**config.mk**
```make
export PLATFORM = sky130hd
export DESIGN_NAME = i2s_slave_xcvr
export DESIGN_NICKNAME = d
export VERILOG_FILES = /design/src/rtl/i2s_slave_xcvr.sv
export SDC_FILE = /design/constraint.sdc
export NUM_CORES = 1
export LEC_CHECK = 0
export BUFFER_PORTS_ARGS = -buffer_cell sky130_fd_sc_hd__buf_4
export CORE_ASPECT_RATIO = 1.4
export CORE_MARGIN = 4
export CORE_UTILIZATION = 55
export CTS_BUF_LIST = sky130_fd_sc_hd__clkbuf_4 sky130_fd_sc_hd__clkbuf_8
export DETAILED_ROUTE_END_ITERATION = 7
export PLACE_DENSITY = 0.77
export SLEW_MARGIN = 20
export SYNTH_ARGS = -nofsm -noshare
export SYNTH_HDL_FRONTEND = slang
export SYNTH_SLANG_ARGS = --single-unit
export TNS_END_PERCENT = 100
```
**constraint.sdc**
```tcl
create_clock -name clk -period 3.3 [get_ports clk]
set_input_delay 0.33 -clock clk [delete_from_list [all_inputs] [get_ports clk]]
set_output_delay 0.33 -clock clk [all_outputs]
set_load 0.03 [all_outputs]
```
**src/rtl/i2s_slave_xcvr.sv**
```systemverilog
// I2S slave transceiver: follows an external SCLK/LRCLK, oversampled in the clk domain,
// shifting DW-bit words MSB-first out on SDOUT and assembling SDIN words per channel.
module i2s_slave_xcvr #(
    parameter int DW          = 24,
    parameter int SYNC_STAGES = 2
) (
    input  logic          clk,
    input  logic          rstn,
    input  logic          i2s_sclk,
    input  logic          i2s_lrclk,
    input  logic          i2s_sdin,
    output logic          i2s_sdout,
    input  logic [DW-1:0] tx_din0,
    input  logic [DW-1:0] tx_din1,
    input  logic [1:0]    tx_din_vld,
    output logic [1:0]    tx_din_ack,
    output logic [DW-1:0] rx_dout,
    output logic [1:0]    rx_dout_vld,
    output logic          frame_err
);

    localparam int CW = $clog2(DW + 1);
    localparam logic [CW-1:0] CNT_DW  = CW'(DW);
    localparam logic [CW-1:0] CNT_ONE = CW'(1);

    logic [SYNC_STAGES-1:0] sclk_sync_r;
    logic [SYNC_STAGES-1:0] lr_sync_r;
    logic [SYNC_STAGES-1:0] sdin_sync_r;
    logic                   sclk_d_r;
    logic                   rise_r;
    logic                   fall_r;
    logic                   lr_r;
    logic                   d_r;
    logic                   armed_r;
    logic                   prev_lr_r;
    logic                   ch_r;
    logic                   slot_seen_r;
    logic                   load_pending_r;
    logic                   rx_fire_r;
    logic [CW-1:0]          rx_cnt_r;
    logic [CW-1:0]          tx_cnt_r;
    logic [DW-1:0]          rx_sh_r;
    logic [DW-1:0]          tx_sh_r;
    logic [DW-1:0]          hold0_r;
    logic [DW-1:0]          hold1_r;
    logic                   rise_s;
    logic                   fall_s;
    logic                   slot_start_s;
    logic [DW-1:0]          hold_sel_s;

    assign rise_s       = sclk_sync_r[SYNC_STAGES-1] & ~sclk_d_r;
    assign fall_s       = ~sclk_sync_r[SYNC_STAGES-1] & sclk_d_r;
    assign slot_start_s = rise_r & armed_r & (lr_r != prev_lr_r);
    assign hold_sel_s   = ch_r ? hold1_r : hold0_r;

    // Input synchronizers plus a registered edge stage so lr/d line up with the edge pulse
    always_ff @(posedge clk or negedge rstn) begin
        if (!rstn) begin
            sclk_sync_r <= '0;
            lr_sync_r   <= '0;
            sdin_sync_r <= '0;
            sclk_d_r    <= 1'b0;
            rise_r      <= 1'b0;
            fall_r      <= 1'b0;
            lr_r        <= 1'b0;
            d_r         <= 1'b0;
        end else begin
            sclk_sync_r <= {sclk_sync_r[SYNC_STAGES-2:0], i2s_sclk};
            lr_sync_r   <= {lr_sync_r[SYNC_STAGES-2:0], i2s_lrclk};
            sdin_sync_r <= {sdin_sync_r[SYNC_STAGES-2:0], i2s_sdin};
            sclk_d_r    <= sclk_sync_r[SYNC_STAGES-1];
            rise_r      <= rise_s;
            fall_r      <= fall_s;
            lr_r        <= lr_sync_r[SYNC_STAGES-1];
            d_r         <= sdin_sync_r[SYNC_STAGES-1];
        end
    end

    // Receive path: arming, slot tracking, deserialisation and short-slot detection
    always_ff @(posedge clk or negedge rstn) begin
        if (!rstn) begin
            armed_r     <= 1'b0;
            prev_lr_r   <= 1'b0;
            ch_r        <= 1'b0;
            slot_seen_r <= 1'b0;
            rx_cnt_r    <= '0;
            rx_sh_r     <= '0;
            rx_fire_r   <= 1'b0;
            rx_dout     <= '0;
            rx_dout_vld <= 2'b00;
            frame_err   <= 1'b0;
        end else begin
            rx_fire_r   <= 1'b0;
            rx_dout_vld <= 2'b00;
            frame_err   <= 1'b0;
            if (rx_fire_r) begin
                rx_dout           <= rx_sh_r;
                rx_dout_vld[ch_r] <= 1'b1;
            end
            if (rise_r) begin
                if (!armed_r) begin
                    armed_r   <= 1'b1;
                    prev_lr_r <= lr_r;
                end else if (lr_r != prev_lr_r) begin
                    // The bit sampled here is the tail of the previous slot and is dropped
                    prev_lr_r   <= lr_r;
                    ch_r        <= lr_r;
                    rx_cnt_r    <= '0;
                    slot_seen_r <= 1'b1;
                    frame_err   <= slot_seen_r && (rx_cnt_r < CNT_DW);
                end else if (slot_seen_r && (rx_cnt_r < CNT_DW)) begin
                    rx_sh_r   <= {rx_sh_r[DW-2:0], d_r};
                    rx_cnt_r  <= rx_cnt_r + CNT_ONE;
                    rx_fire_r <= (rx_cnt_r == (CNT_DW - CNT_ONE));
                end
            end
        end
    end

    // Transmit path: hold-register load on the first falling edge of a slot, then MSB-first shift
    always_ff @(posedge clk or negedge rstn) begin
        if (!rstn) begin
            load_pending_r <= 1'b0;
            tx_cnt_r       <= '0;
            tx_sh_r        <= '0;
            hold0_r        <= '0;
            hold1_r        <= '0;
            i2s_sdout      <= 1'b0;
            tx_din_ack     <= 2'b00;
        end else begin
            tx_din_ack <= 2'b00;
            if (slot_start_s) begin
                load_pending_r <= 1'b1;
            end else if (fall_r) begin
                if (load_pending_r) begin
                    load_pending_r <= 1'b0;
                    tx_sh_r        <= hold_sel_s;
                    i2s_sdout      <= hold_sel_s[DW-1];
                    tx_cnt_r       <= CNT_ONE;
                    // Without a valid word the hold register keeps the last sample (underrun repeat)
                    if (tx_din_vld[ch_r]) begin
                        tx_din_ack[ch_r] <= 1'b1;
                        if (ch_r) begin
                            hold1_r <= tx_din1;
                        end else begin
                            hold0_r <= tx_din0;
                        end
                    end
                end else if (slot_seen_r && (tx_cnt_r < CNT_DW)) begin
                    tx_sh_r   <= tx_sh_r << 1;
                    i2s_sdout <= tx_sh_r[DW-2];
                    tx_cnt_r  <= tx_cnt_r + CNT_ONE;
                end else begin
                    i2s_sdout <= 1'b0;
                end
            end
        end
    end

endmodule
```
; Word level (Yosys, flattened, before mapping)
; Cells that the tools add are included.
[word_totals]
in_bits = 55
out_inout_bits = 30
ff_bits = 152
elab_cells = 86
[op_classes]
muxes = 29
eq_ne = 3
reduce_logical = 14
addsub = 2
n_lt_le_gt_ge = 4
n_bitwise = 9
[ops]
columns = cell, n
row1 = $mux W23, 2
row2 = $mux W24, 1
row3 = $mux W5, 4
row4 = $mux W1, 16
row5 = $add A5 B1 Y5 const B, 2
row6 = $lt A5 B5 Y1 const B, 2
row7 = $mux W2, 5
row8 = $reduce_and A5 Y1, 2
row9 = $reduce_and A3 Y1, 3
row10 = $reduce_bool A2 Y1, 3
row11 = $eq A5 B5 Y1 const B, 1
row12 = $not A1 Y1, 5
row13 = $and A1 B1 Y1, 4
row14 = $reduce_and A2 Y1, 2
row15 = $reduce_and A4 Y1, 1
row16 = $logic_and A1 B1 Y1, 3
row17 = $lt A1 B2 Y1 const B, 1
row18 = $ne A2 B1 Y1 const B, 1
row19 = $demux W1 S1, 1
row20 = $ge A1 B1 Y1 const B, 1
row21 = $ne A1 B1 Y1, 1

; Depth between registers and ports, before layout
; Gate-level depths: netlist of run 1.
[depth]
word_depth = 8
ltp_mapped = 6
mapped_depth_nobuf = 4

; Worst setup path after synthesis of run 1
; Ideal clock, no wire load.
[synth_path]
path_kind = flip-flop to flip-flop
from = register prev_lr_r
to = register hold0_r[0]
period_less_slack_ns = 1.925
n_path_buf = 1
setup_ns = 0.125
required_time_ns = 3.175
path_slack_ns = 1.375
arrival_time_ns = 1.800
stages_incl_launch_ff = 6
path_cell_list = dfrtp_1 xnor2_2 o21ai_4 nor4b_4 buf_6 mux2_2
[synth_between]
elab_chain_len = 4
[synth_rtl]
columns = item, line_no
row1 = start: declaration, 35  ; logic prev_lr_r;
row2 = start signal: assignment, 103  ; prev_lr_r <= lr_r;
row3 = start signal: assignment, 106  ; prev_lr_r <= lr_r;
row4 = $ne A1 B1 Y1, 53  ; assign slot_start_s = rise_r & armed_r & (lr_r != prev_lr_r);
row5 = $and A1 B1 Y1, 53
row6 = $not A1 Y1 (no source line), n/a
row7 = $reduce_and A5 Y1 (no source line), n/a
row8 = end signal: assignment, 146  ; hold0_r <= tx_din0;
row9 = end: declaration, 44  ; logic [DW-1:0] hold0_r;
; Every way passes these cells.
; A chain may end at the register's enable or synchronous reset.

; Final worst setup path of run 1
[layout_path]
from = register prev_lr_r
to = register hold0_r[12]
; Same word-level chain as after synthesis.

==> qor.csv, run 1 <==
stage,metric,value,unit
global_route,grt_use_met2,30.4,%
floorplan,die_x,97.0,um
global_route,grt_remaining_overflow,0,
timing,rsz0062_at_grt,false,
timing,finalClockSkew,0.00932,ns
yosys,synth_seq_cells,152,
timing,setup_viol,0,
routing,vias_per_cell,5.34,
place,place_ws,1.18,ns
min_path,min_path_type,in -> reg,
yosys,synthDistinctLibCells,37,
power,ir_drop,0.000471,V
clock_tree,path_clk_slew,0.08,ns
yosys,syn_area,0.00610,mm^2
place,port_buffers,84,
power,power.density,675,mW/mm^2
clock_tree,postCtsSetupBuffers,0,
worst_setup_path,endpoint_kind,flip-flop,
yosys,synthCells,457,
worst_setup_path,crit_slowest_cell,dfrtp_1,
timing,fin_ws,1.18,ns
clock_tree,root_buffer,clkbuf_8,
floorplan,top_level_ports,85,
global_route,grt_use_total,17.7,%
worst_setup_path,cp_cell_sequence,"xnor2_2, o21ai_4, nor4b_4, buf_4, mux2_2",
timing,min_period,2.12,ns
timing,fmax,0.471,GHz
power,power,0.00496,W
worst_setup_path,crit_buf_inv,1,
yosys,syn_nets,514,
cells_and_area,final_common_cell,dfrtp_1,
yosys,yosysWarnings,0,
routing,drtPass1Iterations,4,
status,status,"finished, final reports clean",
floorplan,die_y,133,um
floorplan,row_count,45,
floorplan,dieArea,0.0129,mm^2
clock_tree,cts_resized,0,
yosys,avgSynthCellArea,13.3,um^2
clock_tree,clkSinkCount,152,
worst_setup_path,cp.required,3.63,ns
global_route,grt_most_used_layer,met2,
clock_tree,clk_path_buf_depth,2,
yosys,synth_top_area_cell,dfrtp_1,
timing,final.setup.tns,0,ns
place,gp_congestion,0.830,
cells_and_area,utilization,67.6,%
routing,ant_nets,0,
global_route,grt_pass1_wl,18.4,mm
timing,min_period_over_period,64.3,%
worst_setup_path,path_class,reg -> reg,
clock_tree,cts_tree,yes,
floorplan,start_util,56.1,%
worst_setup_path,crit_arrival,2.45,ns
timing,worst_pin_slew,1.03,ns
power,p_leak,3.61,nW
yosys,netlist_top_cells_area,"dfrtp_1 (62%), mux2_2 (18%), mux2i_1 (3.8%)",
routing,drc,0,
worst_setup_path,critPathMaxStageDelay,0.44,ns
clock_tree,htreeDepth,4,
timing,slew_headroom,31.4,%
global_route,grt_pass1_vias,3904,
routing,drt_iter0_drc,143,
global_route,use_met1,21.0,%
global_route,antenna_found_initial,0,
routing,wl_per_cell,15.1,um
cells_and_area,diodes,0,
global_route,grt_use_met3,5.43,%
worst_setup_path,crit_family,flip-flops,
cells_and_area,final_cell_mix,"dfrtp_1 (151), mux2_2 (98), buf_4 (88)",
clock_tree,clk_latency,0.44,ns
cells_and_area,drive_gt1_share,40.6,%
clock_tree,hold_buffers,4,
yosys,ys_seq_area_share,62.4,%
global_route,grt_max_degree,94,
clock_tree,cts-buffers-inserted,17,
job,max-cap-violations,0,
cells_and_area,finalNetCount,603,
timing,slew_violations,0,
worst_setup_path,startpoint_type,flip-flop,
floorplan,coreArea,0.0109,mm^2
yosys,yosysTopAreaCellShare,62.4,%
place,dp_hpwl,7.10,mm
worst_setup_path,cp_max_fo,25,
routing,dr_total_vias,3741,
timing,hold_viol_final,0,
cells_and_area,area_growth,20.4,%
routing,totalWireLength,10.5,mm
## synthesized netlist by cell type
master    number
nand2b_1       1
nor2b_1        4
mux2i_1       23
a311o_1        1
dfrtp_1      152
a31oi_1        2
and4_1         1
nand4_1        4
xor2_1         1
buf_6          2
o21ai_4        1
a32o_1         1
o221ai_1       1
clkbuf_1      11
inv_1          4
buf_1          2
and3_1         1
nand2_1       30
a21oi_1       27
mux2_2        98
or2_2          1
nand3_1        4
o21ai_0       33
a21boi_1       1
nor3_1         2
ha_1           2
nor4b_4        1
a21boi_0       2
nor3b_1        1
xnor2_2        1
or4_1          1
nor2_1        25
nor4_1         1
o21a_1         2
nor2_2         1
buf_2          9
and2_1         3
## sequential cells by signal, indices dropped and copies added (netlist names), 2 cells and up
signal and count:
tx_din_ack 2, rx_dout 24, rx_sh_r 24, tx_cnt_r 5, rx_dout_vld 2, tx_sh_r 23, sdin_sync_r 2, hold1_r 24
rx_cnt_r 5, sclk_sync_r 2, hold0_r 24, lr_sync_r 2
## per-layer routing
metal,vias to the layer above,share of wire [%]
met5,-,0
met4,0,1.9
met3,21,5.3
met2,87,52
met1,1848,41
li1,1785,-
## area by class of cell
| type | instances | area, um^2 |
|---|---|---|
| Sequential cell | 152 | 3800 |
| Fill cell | 798 | 3520 |
| Multi-Input combinational cell | 277 | 2180 |
| Timing Repair Buffer | 94 | 732 |
| Clock buffer | 17 | 234 |
| Clock inverter | 15 | 201 |
| Tap cell | 141 | 176 |
| Inverter | 4 | 15.0 |
## power breakdown
part	internal, W	switching [W]
clock network	0.000825	0.000679
logic	0.000480	0.000397
registers	0.00230	0.000275
total	0.00361	0.00135
## worst paths after layout
| check | slack [ns] | endpoint | depth (start not counted) | from |
|---|---|---|---|---|
| setup / recovery | 1.18 | hold0_r[12]$_DFFE_PN0P_ | 5 | prev_lr_r$_DFFE_PN0P_ |
| hold / removal | 0.12 | hold1_r[8]$_DFFE_PN0P_ | 2 | tx_din1[8] |
| setup reg to reg | 1.18 | hold0_r[12]$_DFFE_PN0P_ | 5 | prev_lr_r$_DFFE_PN0P_ |
| hold reg to reg | 0.36 | d_r$_DFF_PN0_ | 0 | sdin_sync_r[1]$_DFF_PN0_ |
| max in group asynchronous | 1.97 | rx_sh_r[0]$_DFFE_PN0P_ | 3 | rstn |
| min in group asynchronous | 0.55 | sclk_d_r$_DFF_PN0_ | 2 | rstn |
## worst register-to-register path, cell delays in order (launching register included)
cell     delay, ns
dfrtp_1       0.44
xnor2_2       0.38
o21ai_4       0.15
nor4b_4       0.27
buf_4         0.38
mux2_2        0.39
## per-stage QoR
stage / std cells / hold WS (ns) / area (um^2)
6_report: 700 / 0.116 / 7340
5_1_grt: 700 / 0.0809 / 7340
4_1_cts: 700 / 0.0934 / 7340
3_5_place_dp: 664 / 0.340 / 6870
3_3_place_gp: 664 / 0.334 / 6870
2_1_floorplan: 457 / 0.0344 / 6100
## cell families after synthesis
family / count (synthesis) / share of synthesized area [%]
and+or+nand+nor: 81 / 6.30
DFF: 152 / 62.4
muxes: 121 / 21.9
AOI/OAI and AO/OA: 71 / 6.48
xor gates and xnor gates: 2 / 0.410
buffers and inverters: 28 / 2.15
adders and majority gates: 2 / 0.410
No activity file was read; power rests on OpenSTA's default activity.
==> inputs of run 2 (changes only) <==
--- a/config.mk
+++ b/config.mk
@@ -8,7 +8,7 @@
 export BUFFER_PORTS_ARGS = -buffer_cell sky130_fd_sc_hd__buf_4
 export CORE_ASPECT_RATIO = 1.4
 export CORE_MARGIN = 4
-export CORE_UTILIZATION = 55
+export CORE_UTILIZATION = 53
 export CTS_BUF_LIST = sky130_fd_sc_hd__clkbuf_4 sky130_fd_sc_hd__clkbuf_8
 export DETAILED_ROUTE_END_ITERATION = 7
 export PLACE_DENSITY = 0.77
==> constraint.sdc (replaced) <==
create_clock -name clk -period 1.9 [get_ports clk]
set_input_delay 0.19 -clock clk [delete_from_list [all_inputs] [get_ports clk]]
set_output_delay 0.19 -clock clk [all_outputs]
set_load 0.03 [all_outputs]
==> run 2 against run 1 <==
  * Critical path depth did not move
  * Register-to-register slack got worse by 1.1 ns
  * Fmax rose by 19%
  * Clock-buffer cell count rose by 2
  * Highest routed layer unchanged
  * Worst setup slack got worse by 1.1 ns
  * Worst hold slack improved by 0.094 ns
  * Critical endpoint is now hold0_r[17]$_DFFE_PN0P_
  * Global-route usage rose by 1.8 points
  * Routed wire length rose by 14%
  * Critical path type unchanged
  * Combinational power rose by 94%
  * Via count rose by 7.7%
  * Utilization rose by 3.5 points
  * Final cell count rose by 9.0%
==> qor.csv, run 2 (synthesis gave the netlist of run 1 again) <==
stage,metric,value,unit,change
cells_and_area,fin_cells,763,,+9.0%
cells_and_area,finalNetCount,663,,+10%
timing,hold_viol_final,0,,unchanged
min_path,hp-start,tx_din_vld[0],,
worst_setup_path,critPathLaunch,lr_r$_DFF_PN0_,,
place,gp_congestion,0.809,,-2.5%
worst_setup_path,crit_arrival,2.12,ns,-0.33 ns
timing,finalClockSkew,0.00873,ns,-0.000595 ns
clock_tree,clkSinkCount,152,,unchanged
global_route,grt_use_total,19.5,%,+1.8 points
cells_and_area,final.fill_count,779,,-2.4%
timing,slew_headroom,58.5,%,+27 points
routing,ant_nets,0,,unchanged
routing,met2_wirelength,6.49,mm,+18%
routing,wl_per_cell,15.7,um,+4.4%
global_route,grt_max_degree,55,,-41%
routing,met3_length,482,um,-14%
timing,timing.hold.ws,0.209,ns,+0.0936 ns
routing,totalWireLength,12.0,mm,+14%
clock_tree,cts-buffers-inserted,17,,unchanged
global_route,antenna_found_initial,0,,unchanged
place,dp_cells,679,,+2.3%
min_path,min_path_type,in -> reg,,
worst_setup_path,path_class,reg -> reg,,
timing,setup_viol,0,,unchanged
timing,final.setup.tns,0,ns,unchanged
power,p_leak,3.91,nW,+8.3%
place,port_buffers,84,,unchanged
routing,top_layer_used,met4,,
timing,slew_violations,0,,unchanged
floorplan,die_y,135,um,+1.8%
clock_tree,htreeDepth,4,,unchanged
cells_and_area,final_cell_mix,"dfrtp_1 (151), mux2_2 (98), buf_4 (95)",,
cells_and_area,area_growth,31.5,%,
clock_tree,clk_latency,0.44,ns,about the same
global_route,grt_pass1_wl,20.7,mm,+12%
worst_setup_path,r2r-start,lr_r$_DFF_PN0_,,
timing,fmax,0.559,GHz,+19%
clock_tree,root_buffer,clkbuf_8,,
clock_tree,clk_path_buf_depth,2,,unchanged
cells_and_area,drive_gt1_share,38.6,%,-2.0 points
floorplan,dieArea,0.0133,mm^2,+3.5%
cells_and_area,utilization,71.1,%,+3.5 points
cells_and_area,diodes,0,,unchanged
clock_tree,cts_tree,yes,,
routing,drtPass1Iterations,4,,unchanged
floorplan,start_util,54.1,%,-2.1 points
status,status,"finished, final reports clean",,
routing,wl_met1,4.88,mm,+14%
global_route,grt_remaining_overflow,0,,unchanged
worst_setup_path,cp_max_fo,8,,-68%
global_route,grt_pass1_vias,4335,,+11%
floorplan,top_level_ports,85,,unchanged
timing,min_period,1.79,ns,-0.332 ns
timing,worst_pin_slew,0.616,ns,-0.413 ns
worst_setup_path,cp.required,2.23,ns,-1.40 ns
place,dp_hpwl,7.78,mm,+9.6%
power,power.density,1120,mW/mm^2,+66%
worst_setup_path,startpoint_type,flip-flop,,
job,max-cap-violations,0,,unchanged
routing,vias_per_cell,5.28,,-1.2%
floorplan,coreArea,0.0113,mm^2,+3.8%
worst_setup_path,endpoint_kind,flip-flop,,
timing,rsz0062_at_grt,false,,
power,ir_drop,0.000811,V,+72%
floorplan,die_x,98.7,um,+1.7%
routing,drt_iter0_drc,156,,+9.1%
power,power,0.00900,W,+82%
timing,min_period_over_period,94.2,%,+30 points
floorplan,row_count,46,,+2.2%
routing,dr_total_vias,4030,,+7.7%
cells_and_area,final_common_cell,dfrtp_1,,
routing,drc,0,,unchanged
clock_tree,path_clk_slew,0.08,ns,about the same
run 2: changes by cell type in the layout (fill, tap and decap cells not counted), sizes merged:
| cell | previous run | this run |
|---|---|---|
| dlygate4sd3 | 4 | 52 |
| buf | 90 | 102 |
| clkinv | 7 | 3 |
| clkbuf | 17 | 19 |
| inv | 5 | 7 |
| bufinv | 4 | 5 |
| clkinvlp | 3 | 2 |
run 2: final timing paths:
kind                                            to  slack, ns  cells after the start
setup / recovery           hold0_r[17]$_DFFE_PN0P_       0.11                      5
hold / removal             tx_din_ack[0]$_DFF_PN0_       0.21                      3
setup reg to reg           hold0_r[17]$_DFFE_PN0P_       0.11                      5
hold reg to reg                      d_r$_DFF_PN0_       0.35                      0
max in group asynchronous  rx_dout[15]$_DFFE_PN0P_       0.97                      3
min in group asynchronous  rx_dout[18]$_DFFE_PN0P_       0.28                      2
run 2: where the power goes:
part	internal, W	switching, W
clock network	0.00163	0.00121
registers	0.00400	0.000461
logic	0.000938	0.000765
run 2: worst max-delay path, cell delays in order, from the launching register on:
cell	delay [ns]
dfrtp_1	0.47
xnor2_2	0.24
o21ai_4	0.10
nor4b_4	0.30
buf_4	0.24
mux2_2	0.34
run 2: per-layer routing:
layer | track usage (%) | up-vias
met1 | 23.4 | 2029
met2 | 34.3 | 79
met5 | 0 | -
met3 | 5.01 | 16
met4 | 6.30 | 0
li1 | - | 1906
run 2: per-stage QoR:
step	worst slack, ns	cell area (um^2)
2_1_floorplan	0.0168	6100
3_3_place_gp	0.159	7030
3_5_place_dp	0.113	7030
4_1_cts	0.101	8020
5_1_grt	0.0190	8020
6_report	0.110	8020
run 2: what timing repair did:
action                                 in CTS  in global routing
endpoints found under the hold margin     103                  0
setup endpoints to repair                   0                  0
gates resized for setup                     0                  0
buffers inserted                            0                  0
hold buffers                               52                  0
run 2: layout make-up:
class | instances | area (um^2) | area share [%]
timing repair buffer | 154 | 1370 | 17.0
multi-input combinational | 277 | 2180 | 27.2
clock buffer | 19 | 255 | 3.18
inverter | 4 | 15.0 | 0.187
sequential | 152 | 3800 | 47.4
tap | 144 | 180 | 2.25
clock inverter | 13 | 218 | 2.71
==> inputs of run 3 (changes only) <==
--- a/config.mk
+++ b/config.mk
@@ -5,13 +5,13 @@
 export SDC_FILE = /design/constraint.sdc
 export NUM_CORES = 1
 export LEC_CHECK = 0
-export BUFFER_PORTS_ARGS = -buffer_cell sky130_fd_sc_hd__buf_4
 export CORE_ASPECT_RATIO = 1.4
 export CORE_MARGIN = 4
-export CORE_UTILIZATION = 53
+export CORE_UTILIZATION = 55
 export CTS_BUF_LIST = sky130_fd_sc_hd__clkbuf_4 sky130_fd_sc_hd__clkbuf_8
 export DETAILED_ROUTE_END_ITERATION = 7
-export PLACE_DENSITY = 0.77
+export DONT_BUFFER_PORTS = 1
+export PLACE_DENSITY = 0.73
 export SLEW_MARGIN = 20
 export SYNTH_ARGS = -nofsm -noshare
 export SYNTH_HDL_FRONTEND = slang
==> run 3 against run 2 <==
  * The run now ends with negative hold slack left
  * Global-route usage decreased by 2.0 points
  * Power decreased by 7.2%
  * Clock power decreased by 15%
  * Non-clock buffer count decreased by 87
  * Clock skew increased by 0.0025 ns
  * Die area decreased by 3.4%
  * Combinational power decreased by 14%
  * Final area decreased by 9.6%
  * Sequential cell count unchanged
  * Worst setup slack improved by 0.024 ns
  * Highest routed layer unchanged
==> qor.csv, run 3 (synthesis gave the netlist of run 1 again) <==
stage,metric,value,unit,change
clock_tree,clk_path_buf_depth,2,,unchanged
min_path,min_path_type,in -> async,,
power,p_leak,3.43,nW,-12%
routing,dr_total_vias,3567,,-11%
cells_and_area,final_common_cell,dfrtp_1,,
routing,vias_per_cell,5.30,,+0.35%
timing,timing.hold.ws,-0.542,ns,-0.751 ns
timing,final.setup.tns,0,ns,unchanged
clock_tree,root_buffer,clkbuf_8,,
global_route,grt_pass1_vias,3870,,-11%
clock_tree,hold_buffers,51,,-1.9%
power,power,0.00835,W,-7.2%
timing,min_period,1.77,ns,-0.0238 ns
status,status,finished with violations,,
timing,slew_violations,0,,unchanged
timing,min_period_over_period,93.0,%,-1.3 points
timing,fmax,0.566,GHz,+1.3%
global_route,grt_use_total,17.6,%,-2.0 points
power,power.density,1150,mW/mm^2,+2.6%
floorplan,row_count,45,,-2.2%
worst_setup_path,cp_cell_sequence,"xnor2_2, o21ai_4, nor4b_4, buf_12, mux2_2",,
cells_and_area,diodes,0,,unchanged
clock_tree,path_clk_slew,0.08,ns,about the same
worst_setup_path,cp.required,2.21,ns,-0.02 ns
routing,drt_iter0_drc,120,,-23%
worst_setup_path,cp_max_fo,25,,+17
clock_tree,clk_latency,0.43,ns,about the same
global_route,grt_max_degree,153,,+180%
routing,totalWireLength,10.6,mm,-12%
routing,wl_per_cell,15.7,um,about the same
floorplan,start_util,56.1,%,+2.1 points
place,gp_congestion,0.725,,-10%
clock_tree,cts_tree,yes,,
clock_tree,htreeDepth,4,,unchanged
floorplan,coreArea,0.0109,mm^2,-3.7%
timing,hold_viol_final,152,,+152
cells_and_area,fin_cells,673,,-12%
routing,ant_nets,0,,unchanged
worst_setup_path,crit_slowest_cell,dfrtp_1,,
floorplan,die_x,97.0,um,-1.7%
worst_setup_path,path_class,reg -> reg,,
floorplan,dieArea,0.0129,mm^2,-3.4%
clock_tree,postCtsSetupBuffers,0,,unchanged
floorplan,top_level_ports,85,,unchanged
cells_and_area,drive_gt1_share,28.8,%,-9.9 points
clock_tree,cts_resized,0,,unchanged
timing,slew_headroom,69.6,%,+11 points
global_route,antenna_found_initial,0,,unchanged
global_route,grt_remaining_overflow,0,,unchanged
cells_and_area,final_cell_area,0.00725,mm^2,-9.6%
floorplan,die_y,133,um,-1.7%
cells_and_area,final_cell_mix,"dfrtp_1 (151), mux2_2 (98), dlygate4sd3_1 (51)",,
cells_and_area,area_growth,18.9,%,
routing,drtPass1Iterations,4,,unchanged
job,max-cap-violations,0,,unchanged
timing,rsz0062_at_grt,false,,
timing,finalClockSkew,0.0112,ns,+0.00249 ns
timing,worst_pin_slew,0.452,ns,-0.165 ns
clock_tree,cts-buffers-inserted,17,,unchanged
place,port_buffers,0,,-100%
status,violations,negative hold slack,,
clock_tree,clkSinkCount,152,,unchanged
worst_setup_path,crit_family,flip-flops,,
place,place_area,0.00633,mm^2,-9.8%
place,dp_hpwl,6.81,mm,-12%
place,dp_cells,590,,-13%
worst_setup_path,crit_arrival,2.07,ns,-0.05 ns
worst_setup_path,startpoint_type,flip-flop,,
global_route,grt_pass1_wl,18.3,mm,-12%
worst_setup_path,crit_buf_inv,1,,unchanged
cells_and_area,finalNetCount,576,,-13%
routing,drc,0,,unchanged
worst_setup_path,critPathMaxStageDelay,0.44,ns,-0.03 ns
worst_setup_path,endpoint_kind,flip-flop,,
timing,setup_viol,0,,unchanged
power,ir_drop,0.000775,V,-4.4%
-- run 3: cell count changes in the layout (fill, tap and decap cells not counted), sizes merged, moves of 2 or more --
| cell | change |
|---|---|
| clkbuf | +2 |
| buf | -86 |
| bufinv | -3 |
| clkinv | +5 |
| inv | -3 |
-- run 3: per-layer routing --
layer | GRT usage, % | up-vias | routed length, um
met1 | 20.6 | 1753 | 4380
li1 | - | 1726 | -
met4 | 5.70 | 0 | 108
met5 | 0 | - | 0
met3 | 5.70 | 11 | 555
met2 | 30.5 | 77 | 5540
-- run 3: worst paths after layout --
path	slack, ns	from	endpoint	cells past startpoint
max	0.13	prev_lr_r$_DFFE_PN0P_	hold0_r[0]$_DFFE_PN0P_	5
min in group clk	0.10	tx_din_vld[0]	tx_din_ack[0]$_DFF_PN0_	2
min reg2reg	0.36	sdin_sync_r[1]$_DFF_PN0_	d_r$_DFF_PN0_	0
max reg2reg	0.13	prev_lr_r$_DFFE_PN0P_	hold0_r[0]$_DFFE_PN0P_	5
min	-0.54	rstn	rx_dout[18]$_DFFE_PN0P_	0
max in group asynchronous	2.17	rstn	rx_cnt_r[0]$_DFFE_PN0P_	0
-- run 3: cell type report --
class | instances | area (um^2)
Sequential cell | 152 | 3800
Clock inverter | 11 | 123
Multi-Input combinational cell | 277 | 2180
Inverter | 4 | 15.0
Fill cell | 786 | 3620
Timing Repair Buffer | 67 | 668
Clock buffer | 21 | 283
Tap cell | 141 | 176
-- run 3: per-stage QoR --
stage	worst slack [ns]	utilization (%)
floorplan	0.0168	-
finish	0.134	66.7
global placement	0.179	58.3
CTS	0.123	66.7
detailed placement	0.149	58.3
global route	0.0440	66.7
-- run 3: report_power, final --
part / switching, W / internal, W
combinational: 0.000620 / 0.000845
clock: 0.00113 / 0.00129
sequential: 0.000467 / 0.00400
total: 0.00222 / 0.00613
